<file path="src/rtl/controller_cmd_decoder_if.sv">
// ============================================================================
// Module      : controller_cmd_decoder_if
// Description : Bundle of the button-code input, the drop handshake and the
//               cursor/player outputs of controller_cmd_decoder. The game side
//               (master) drives the button code and drop_ack. The decoder
//               (slave) drives the cursor, move pulse and drop request.
// Revision    : 1.0 - initial release
// ============================================================================
`default_nettype none

interface controller_cmd_decoder_if;
    logic [1:0] controller_state_i;  // raw asynchronous button code
    logic       drop_ack_i;          // game accepts the pending drop
    logic [2:0] cursor_o;            // selected column
    logic       move_pulse_o;        // one-cycle pulse per cursor change
    logic       drop_req_o;          // drop pending, held until acknowledged
    logic [2:0] drop_col_o;          // column of the pending drop
    logic       player_o;            // current player

    modport master (
        output controller_state_i,
        output drop_ack_i,
        input  cursor_o,
        input  move_pulse_o,
        input  drop_req_o,
        input  drop_col_o,
        input  player_o
    );

    modport slave (
        input  controller_state_i,
        input  drop_ack_i,
        output cursor_o,
        output move_pulse_o,
        output drop_req_o,
        output drop_col_o,
        output player_o
    );
endinterface

`default_nettype wire

</file>
<file path="src/rtl/controller_cmd_decoder.sv">
// ============================================================================
// Module      : controller_cmd_decoder
// Description : Turns a bouncy, asynchronous 2-bit button code into cursor
//               moves and drop requests for a column-drop game. The input is
//               synchronised, debounced by a stability filter, and fed to a
//               small IDLE/HELD/REQ state machine. Optional auto-repeat of
//               held move buttons is enabled by defining CTRL_AUTO_REPEAT_EN.
// Revision    : 1.0 - initial release
// ============================================================================
`default_nettype none

module controller_cmd_decoder #(
    parameter int STABLE_CYCLES = 250000,
    parameter int NUM_COLS      = 7,
    parameter int REPEAT_DELAY  = 25000000,
    parameter int REPEAT_PERIOD = 10000000
) (
    input  wire logic               clk,
    input  wire logic               rst,
    controller_cmd_decoder_if.slave bus
);

    // Elaboration-time guard against parameter values the logic cannot handle
    generate
        if (STABLE_CYCLES < 1 || NUM_COLS < 2 || NUM_COLS > 8 ||
            REPEAT_DELAY < 1 || REPEAT_PERIOD < 1) begin : g_param_check
            $error("controller_cmd_decoder: illegal parameter value");
        end
    endgenerate

    localparam int         CNT_W     = $clog2(STABLE_CYCLES + 1);
    localparam logic [CNT_W-1:0] STABLE_C = CNT_W'(STABLE_CYCLES);
    localparam logic [2:0] LAST_COL  = 3'(NUM_COLS - 1);
    localparam logic [2:0] RESET_COL = 3'(NUM_COLS / 2);

    localparam logic [1:0] CODE_NONE  = 2'b00;
    localparam logic [1:0] CODE_LEFT  = 2'b10;
    localparam logic [1:0] CODE_RIGHT = 2'b01;
    localparam logic [1:0] CODE_DROP  = 2'b11;

    localparam logic [1:0] S_IDLE = 2'd0;
    localparam logic [1:0] S_HELD = 2'd1;
    localparam logic [1:0] S_REQ  = 2'd2;

    logic [1:0]       sync1_q, sync2_q;
    logic [1:0]       cand_q, cand_d;
    logic [CNT_W-1:0] cnt_q, cnt_d;
    logic [1:0]       acc_q, acc_d;

    logic [1:0] state_q, state_d;
    logic [2:0] cursor_q, cursor_d;
    logic       move_q, move_d;
    logic       drop_req_q, drop_req_d;
    logic [2:0] drop_col_q, drop_col_d;
    logic       player_q, player_d;

    logic [2:0] cursor_dec, cursor_inc;
    logic       rep_fire;

    // Two-flop synchroniser; nothing downstream sees the raw input
    always_ff @(posedge clk) begin
        if (rst) begin
            sync1_q <= CODE_NONE;
            sync2_q <= CODE_NONE;
        end else begin
            sync1_q <= bus.controller_state_i;
            sync2_q <= sync1_q;
        end
    end

    // Stability filter: count how long the synchronised code has held, accept
    // it on the very edge the count reaches STABLE_CYCLES
    always_comb begin
        cand_d = cand_q;
        cnt_d  = cnt_q;
        if (sync2_q == cand_q) begin
            if (cnt_q != STABLE_C) begin
                cnt_d = cnt_q + 1'b1;
            end
        end else begin
            cand_d = sync2_q;
            cnt_d  = CNT_W'(1);
        end
        acc_d = (cnt_d == STABLE_C) ? cand_d : acc_q;
    end

    // Filter registers
    always_ff @(posedge clk) begin
        if (rst) begin
            cand_q <= CODE_NONE;
            cnt_q  <= '0;
            acc_q  <= CODE_NONE;
        end else begin
            cand_q <= cand_d;
            cnt_q  <= cnt_d;
            acc_q  <= acc_d;
        end
    end

    assign cursor_dec = (cursor_q == 3'd0) ? LAST_COL : cursor_q - 3'd1;
    assign cursor_inc = (cursor_q == LAST_COL) ? 3'd0 : cursor_q + 3'd1;

`ifdef CTRL_AUTO_REPEAT_EN
    localparam int REP_MAX = (REPEAT_DELAY > REPEAT_PERIOD) ? REPEAT_DELAY : REPEAT_PERIOD;
    localparam int REP_W   = $clog2(REP_MAX + 1);
    localparam logic [REP_W-1:0] DELAY_C  = REP_W'(REPEAT_DELAY);
    localparam logic [REP_W-1:0] PERIOD_C = REP_W'(REPEAT_PERIOD);

    logic [REP_W-1:0] rep_cnt_q, rep_cnt_d;
    logic             rep_first_q, rep_first_d;

    // Repeat timer: counts cycles in HELD with a move code; the first repeat
    // waits REPEAT_DELAY, later ones REPEAT_PERIOD; cleared outside HELD
    always_comb begin
        rep_cnt_d   = '0;
        rep_first_d = 1'b1;
        rep_fire    = 1'b0;
        if (state_q == S_HELD && (acc_q == CODE_LEFT || acc_q == CODE_RIGHT)) begin
            rep_cnt_d   = rep_cnt_q + 1'b1;
            rep_first_d = rep_first_q;
            if (rep_cnt_d == (rep_first_q ? DELAY_C : PERIOD_C)) begin
                rep_fire    = 1'b1;
                rep_cnt_d   = '0;
                rep_first_d = 1'b0;
            end
        end
    end

    // Repeat timer registers
    always_ff @(posedge clk) begin
        if (rst) begin
            rep_cnt_q   <= '0;
            rep_first_q <= 1'b1;
        end else begin
            rep_cnt_q   <= rep_cnt_d;
            rep_first_q <= rep_first_d;
        end
    end
`else
    assign rep_fire = 1'b0;
`endif

    // Command state machine acting on the accepted (debounced) code
    always_comb begin
        state_d    = state_q;
        cursor_d   = cursor_q;
        move_d     = 1'b0;
        drop_req_d = drop_req_q;
        drop_col_d = drop_col_q;
        player_d   = player_q;
        case (state_q)
            S_IDLE: begin
                case (acc_q)
                    CODE_LEFT: begin
                        cursor_d = cursor_dec;
                        move_d   = 1'b1;
                        state_d  = S_HELD;
                    end
                    CODE_RIGHT: begin
                        cursor_d = cursor_inc;
                        move_d   = 1'b1;
                        state_d  = S_HELD;
                    end
                    CODE_DROP: begin
                        drop_req_d = 1'b1;
                        drop_col_d = cursor_q;
                        state_d    = S_REQ;
                    end
                    default: ;
                endcase
            end
            S_HELD: begin
                // A new press only counts after the buttons return to none
                if (acc_q == CODE_NONE) begin
                    state_d = S_IDLE;
                end else if (rep_fire) begin
                    cursor_d = (acc_q == CODE_LEFT) ? cursor_dec : cursor_inc;
                    move_d   = 1'b1;
                end
            end
            S_REQ: begin
                // Cursor frozen and buttons ignored until the game takes the drop
                if (bus.drop_ack_i) begin
                    drop_req_d = 1'b0;
                    player_d   = ~player_q;
                    state_d    = S_HELD;
                end
            end
            default: state_d = S_IDLE;
        endcase
    end

    // State machine and output registers
    always_ff @(posedge clk) begin
        if (rst) begin
            state_q    <= S_IDLE;
            cursor_q   <= RESET_COL;
            move_q     <= 1'b0;
            drop_req_q <= 1'b0;
            drop_col_q <= 3'd0;
            player_q   <= 1'b0;
        end else begin
            state_q    <= state_d;
            cursor_q   <= cursor_d;
            move_q     <= move_d;
            drop_req_q <= drop_req_d;
            drop_col_q <= drop_col_d;
            player_q   <= player_d;
        end
    end

    assign bus.cursor_o     = cursor_q;
    assign bus.move_pulse_o = move_q;
    assign bus.drop_req_o   = drop_req_q;
    assign bus.drop_col_o   = drop_col_q;
    assign bus.player_o     = player_q;

endmodule

`default_nettype wire

</file>
<file path="src/flat_wrapper.sv">
// flat-port wrapper written by rule: the top's interface ports become plain ports
module controller_cmd_decoder_flat 
#(
    parameter int STABLE_CYCLES = 250000,
    parameter int NUM_COLS      = 7,
    parameter int REPEAT_DELAY  = 25000000,
    parameter int REPEAT_PERIOD = 10000000
)
  (clk, rst, bus_controller_state_i, bus_drop_ack_i, bus_cursor_o, bus_move_pulse_o, bus_drop_req_o, bus_drop_col_o, bus_player_o);
  controller_cmd_decoder_if bus_i ();
  input  wire logic clk;
  input  wire logic rst;
  input wire logic [$bits(bus_i.controller_state_i)-1:0] bus_controller_state_i;
  input wire logic [$bits(bus_i.drop_ack_i)-1:0] bus_drop_ack_i;
  output wire logic [$bits(bus_i.cursor_o)-1:0] bus_cursor_o;
  output wire logic [$bits(bus_i.move_pulse_o)-1:0] bus_move_pulse_o;
  output wire logic [$bits(bus_i.drop_req_o)-1:0] bus_drop_req_o;
  output wire logic [$bits(bus_i.drop_col_o)-1:0] bus_drop_col_o;
  output wire logic [$bits(bus_i.player_o)-1:0] bus_player_o;
  assign bus_i.controller_state_i = bus_controller_state_i;
  assign bus_i.drop_ack_i = bus_drop_ack_i;
  assign bus_cursor_o = bus_i.cursor_o;
  assign bus_move_pulse_o = bus_i.move_pulse_o;
  assign bus_drop_req_o = bus_i.drop_req_o;
  assign bus_drop_col_o = bus_i.drop_col_o;
  assign bus_player_o = bus_i.player_o;
  controller_cmd_decoder #(.STABLE_CYCLES(STABLE_CYCLES), .NUM_COLS(NUM_COLS), .REPEAT_DELAY(REPEAT_DELAY), .REPEAT_PERIOD(REPEAT_PERIOD)) u_core (.clk(clk), .rst(rst), .bus(bus_i));
endmodule
</file>
<file path="config.mk">
export PLATFORM = sky130hd
export DESIGN_NAME = controller_cmd_decoder_flat
export DESIGN_NICKNAME = d
export VERILOG_FILES = /design/src/rtl/controller_cmd_decoder_if.sv /design/src/rtl/controller_cmd_decoder.sv /design/src/flat_wrapper.sv
export SDC_FILE = /design/constraint.sdc
export NUM_CORES = 1
export LEC_CHECK = 0
export ABC_CLOCK_PERIOD_IN_PS = 2300
export CORE_MARGIN = 4
export CORE_UTILIZATION = 52
export CTS_BUF_LIST = sky130_fd_sc_hd__clkbuf_4 sky130_fd_sc_hd__clkbuf_8 sky130_fd_sc_hd__clkbuf_16
export CTS_CLUSTER_SIZE = 16
export DETAILED_ROUTE_END_ITERATION = 10
export PLACE_DENSITY = 0.75
export SLEW_MARGIN = 10
export SYNTH_ARGS = -nofsm -noshare
export SYNTH_HDL_FRONTEND = slang
export SYNTH_SLANG_ARGS = --single-unit
</file>
<file path="constraint.sdc">
create_clock -name clk -period 2.3 [get_ports clk]
set_input_delay 0.46 -clock clk [delete_from_list [all_inputs] [get_ports clk]]
set_output_delay 0.46 -clock clk [all_outputs]
set_load 0.01 [all_outputs]
</file>
==> results.md <==
- The flow ran to the end, but the final reports show violations.
- The checks that failed: setup timing.
- The maximum fanout along the worst path is 4.
- The total global-route track usage is 20.04%.
- The worst setup path is captured at a flip-flop.
- The register clock-pin slew on the reported worst setup and hold paths is 0.07 ns.
- Across the routed clock network, the largest skew measured is about 0.0056 ns.
- The largest area contributor in the netlist is sky130_fd_sc_hd__dfxtp_1.
- Clock latency on the worst-skew pair, taken at its later pin, is 0.30 ns.
- The deepest clock path buffer count is 2.
- Based on the critical path, the design can be clocked at up to roughly 400 MHz.
- By area, the combinational part of the netlist is dominated by simple AND/OR/NAND/NOR gates.
- The number of synthesized flops with an enable pin is 0.
- The number of failing hold endpoints at the final stage came to 0.
- The final estimated routing congestion in global placement is 0.8248.
- By area the synthesized netlist is led by sky130_fd_sc_hd__dfxtp_1 (39%), sky130_fd_sc_hd__xnor2_1 (7.3%), sky130_fd_sc_hd__nor2_1 (6.9%).
- The initial antenna violation count is 0.
- Of the cells placed in the final design, the portion with a size suffix greater than 1 is 27.82%.
- The detail-routed net length per standard cell is ~13 um.
- For this run the aggregate overflow at the end of global routing stands at 0.
- Wire segments on met3 add up to 174 um in the final route.
- The clock tree root buffer cell is sky130_fd_sc_hd__clkbuf_8.
- The count of final max-slew check failures is 0.
- Setup repair after global routing could not meet its margin everywhere.
- The post-synthesis register bit count is 37.
- The synthesized design devotes to its leading area cell type 38.85% of total area.
- Using the TritonRoute via totals, the vias-per-cell ratio works out to 5.170.
- The TritonCTS clock tree is yes.
- In the synthesized netlist the async set-or-reset flop fraction comes to 0%.
- The kind of path behind the tightest hold check is reg -> reg.
- The max-capacitance violation count is 0.
- The number of placement rows is 21.
- The first global-routing pass estimated 6975 um of wire.
- The worst setup path is launched from a flip-flop.
- Ranked by instance count, the synthesized netlist is headed by sky130_fd_sc_hd__dfxtp_1 (37), sky130_fd_sc_hd__nor2_1 (35), sky130_fd_sc_hd__xnor2_1 (16).
- At the worst endpoint, the required time is around 2.5 ns.
- The sum of negative setup slack is -0.4031 ns.
- The routed layout has 1613 vias.
- The cell area power density is roughly 530 nW/um^2.
- The headroom to the max-slew limit is 58.42%.
- For this run, the number of Yosys warnings is 0.
- The total clock buffers created by CTS is 5.
- The area growth from synthesis to layout is 32.09%.
- Buffers placed on the I/O ports in this run total 13.
- From bottom edge to top edge, the die measures 68.56 um.
- The synthesized area per cell is 8.747 sq um.
- The HPWL after detailed placement is 2859 um.
- The clock sink total is 37.
- In this run the top signal layer used is met4.
- The number of antenna diodes is 0.
- The count of nets left with antenna violations once routing finished came out at 0.
- The minimum clock period after layout is 2.502 ns.
- The final critical-path share of the clock period is 108.8%.
- The setup slack after layout is -0.2025 ns.
- The predominant post-synthesis flop cell is sky130_fd_sc_hd__dfxtp_1.
- The number of DRC violations after detailed-routing iteration 0 is 92.
- The setup violation total in the final timing report is 2.
- The multiplexer fraction of the synthesized cell area is 3.806%.
- The largest net degree at the start of global routing is 21.
- The path type of the worst setup path is reg -> reg.
- Data arrives at the worst endpoint at 2.69 ns.
- In this run, distinct cell masters in the synthesized netlist total 42.
- Counting every instance in the synthesized netlist gives ~220.
- After Yosys synthesis, XOR and XNOR cells account for 11.02% of the synthesized area.
- Before antenna repair, the detailed router went through 4 iterations.
- The via count of the first global-routing pass is 1541.
- Cells fill 73.17% of the core in the end.
- The total wire length is 4156 um.
- Summing the areas of all compound-gate instances in the mapped netlist gives 7.283% of the synthesized area.
- The leakage power total is slightly above 1 nW.
- Across the VDD grid, the largest voltage drop is 0.4018 mV.
- The mapped netlist covers 1907 sq um.
- The most used standard cell by instance count after synthesis is sky130_fd_sc_hd__dfxtp_1.
- For this run, the register share of the synthesized area comes to 38.85%.
- The die covers 4700 sq um.
- After Yosys synthesis, and, or, nand and nor cells account for 27.30% of the synthesized area.
- The area share of fa/ha/maj cells after synthesis is ~6.6%.
- The floorplan step set the die width to around 69 um.
- The routed metal-1 wire length is around 1900 um.
- The starting density of the core is 55.40%.
- Detailed routing placed a total of between 2000 and 2500 um of wire on met2.
- The H-tree was split into 2 levels.
- The synthesized net count is 233.
- The final net count is 280.
- The number of primary I/O pins is 14.
- The remaining routing DRC violations is 0.
- The standard cell core area is 3442 sq um.
- The transition time of the tightest slew-check pin is approximately 0.62 ns.
-- registers in the layout (all words and copies together), names as in the netlist --
signal and cells:
u_core.state_q 2, u_core.bus.cursor_o 3, u_core.sync2_q 2, u_core.bus.player_o 1
u_core.acc_q 2, u_core.sync1_q 2, u_core.cand_q 2, u_core.bus.drop_req_o 1
u_core.cnt_q 18, u_core.bus.move_pulse_o 1, u_core.bus.drop_col_o 3
-- layout by cell type, fill, tap and decap left out, drive strengths merged, types with 3 or more instances in the layout --
cell type,n
clkdlybuf4s50,13
nor3,9
nand3,6
o21ai,3
and3,5
clkbuf,7
buf,36
a31oi,4
dfxtp,37
nand2,8
xor2,8
ha,10
nor4,3
a21oi,9
or3,4
nor2,35
mux2i,5
inv,12
or4,3
xnor2,16
nor3b,3
nor2b,9
-- cell type report --
class | instances | area [sq um]
clock inverters | 1 | 30.03
fillers | 269 | 923.4
flip-flops and latches | 37 | 753.2
well taps | 46 | 57.56
repair buffers | 49 | 400.4
inverters | 12 | 45.04
multi-input cells | 160 | 1142
clock buffers | 7 | 90.09
-- metal layers --
layer	GRT usage, %	vias up
li1	-	829
met1	23.70	753
met2	34.80	23
met3	5.348	8
met4	6.700	0
met5	0	-
-- power by group --
part | total, mW | leakage (nW) | switching (mW) | internal, mW
clock | 0.596 | 0.0619 | 0.231 | 0.365
combinational | 0.0720 | 0.655 | 0.0359 | 0.0361
sequential | 0.657 | 0.303 | 0.00813 | 0.649
-- worst paths after layout --
check                                          to  slack [ns]         startpoint  depth (start not counted)
worst min register to register  u_core.sync2_q[0]        0.44  u_core.sync1_q[0]                          1
worst max-delay path              u_core.acc_q[1]       -0.20    u_core.cnt_q[5]                          8
worst min-delay path            u_core.sync2_q[0]        0.44  u_core.sync1_q[0]                          1
worst max register to register    u_core.acc_q[1]       -0.20    u_core.cnt_q[5]                          8
-- cells by family (layout without fill, tap and decap cells) --
group / count (synthesis) / in the layout
AOI/OAI and AO/OA: 23 / 23
xor gates and xnor gates: 24 / 24
adders and majority gates: 10 / 10
buffers and inverters: 21 / 69
DFF: 37 / 37
muxes: 7 / 7
and+or+nand+nor: 96 / 96
-- per-stage QoR --
step	setup slack (ns)	area (sq um)	cells	power, mW	hold slack, ns
2_1_floorplan	-0.1724	1921	218	0.7103	0.4138
3_3_place_gp	-0.1558	2315	303	0.7361	0.4168
3_5_place_dp	-0.2133	2315	303	0.7372	0.4253
4_1_cts	-0.1683	2464	312	1.336	0.4422
5_1_grt	-0.2738	2519	312	1.373	0.4631
6_report	-0.2025	2519	312	1.325	0.4377
-- worst max-delay path, cell delays in order (launching register included) --
cell and delay (ns):
sky130_fd_sc_hd__dfxtp_2 0.33, sky130_fd_sc_hd__buf_4 0.15, sky130_fd_sc_hd__and3_1 0.18, sky130_fd_sc_hd__and3_2 0.26, sky130_fd_sc_hd__nor3b_2 0.18, sky130_fd_sc_hd__a31oi_1 0.07, sky130_fd_sc_hd__or4_1 0.48, sky130_fd_sc_hd__or4_4 0.45
sky130_fd_sc_hd__mux2_4 0.31
-- timing repair --
item | in CTS | in global routing
buffers inserted | 1 | 0
resized for setup | 6 | 17
hold buffers | 0 | 0
setup endpoints to repair | 2 | 2
gates cloned | 0 | 0
pin swaps | 4 | 2
(Power assumes the default switching activity.)
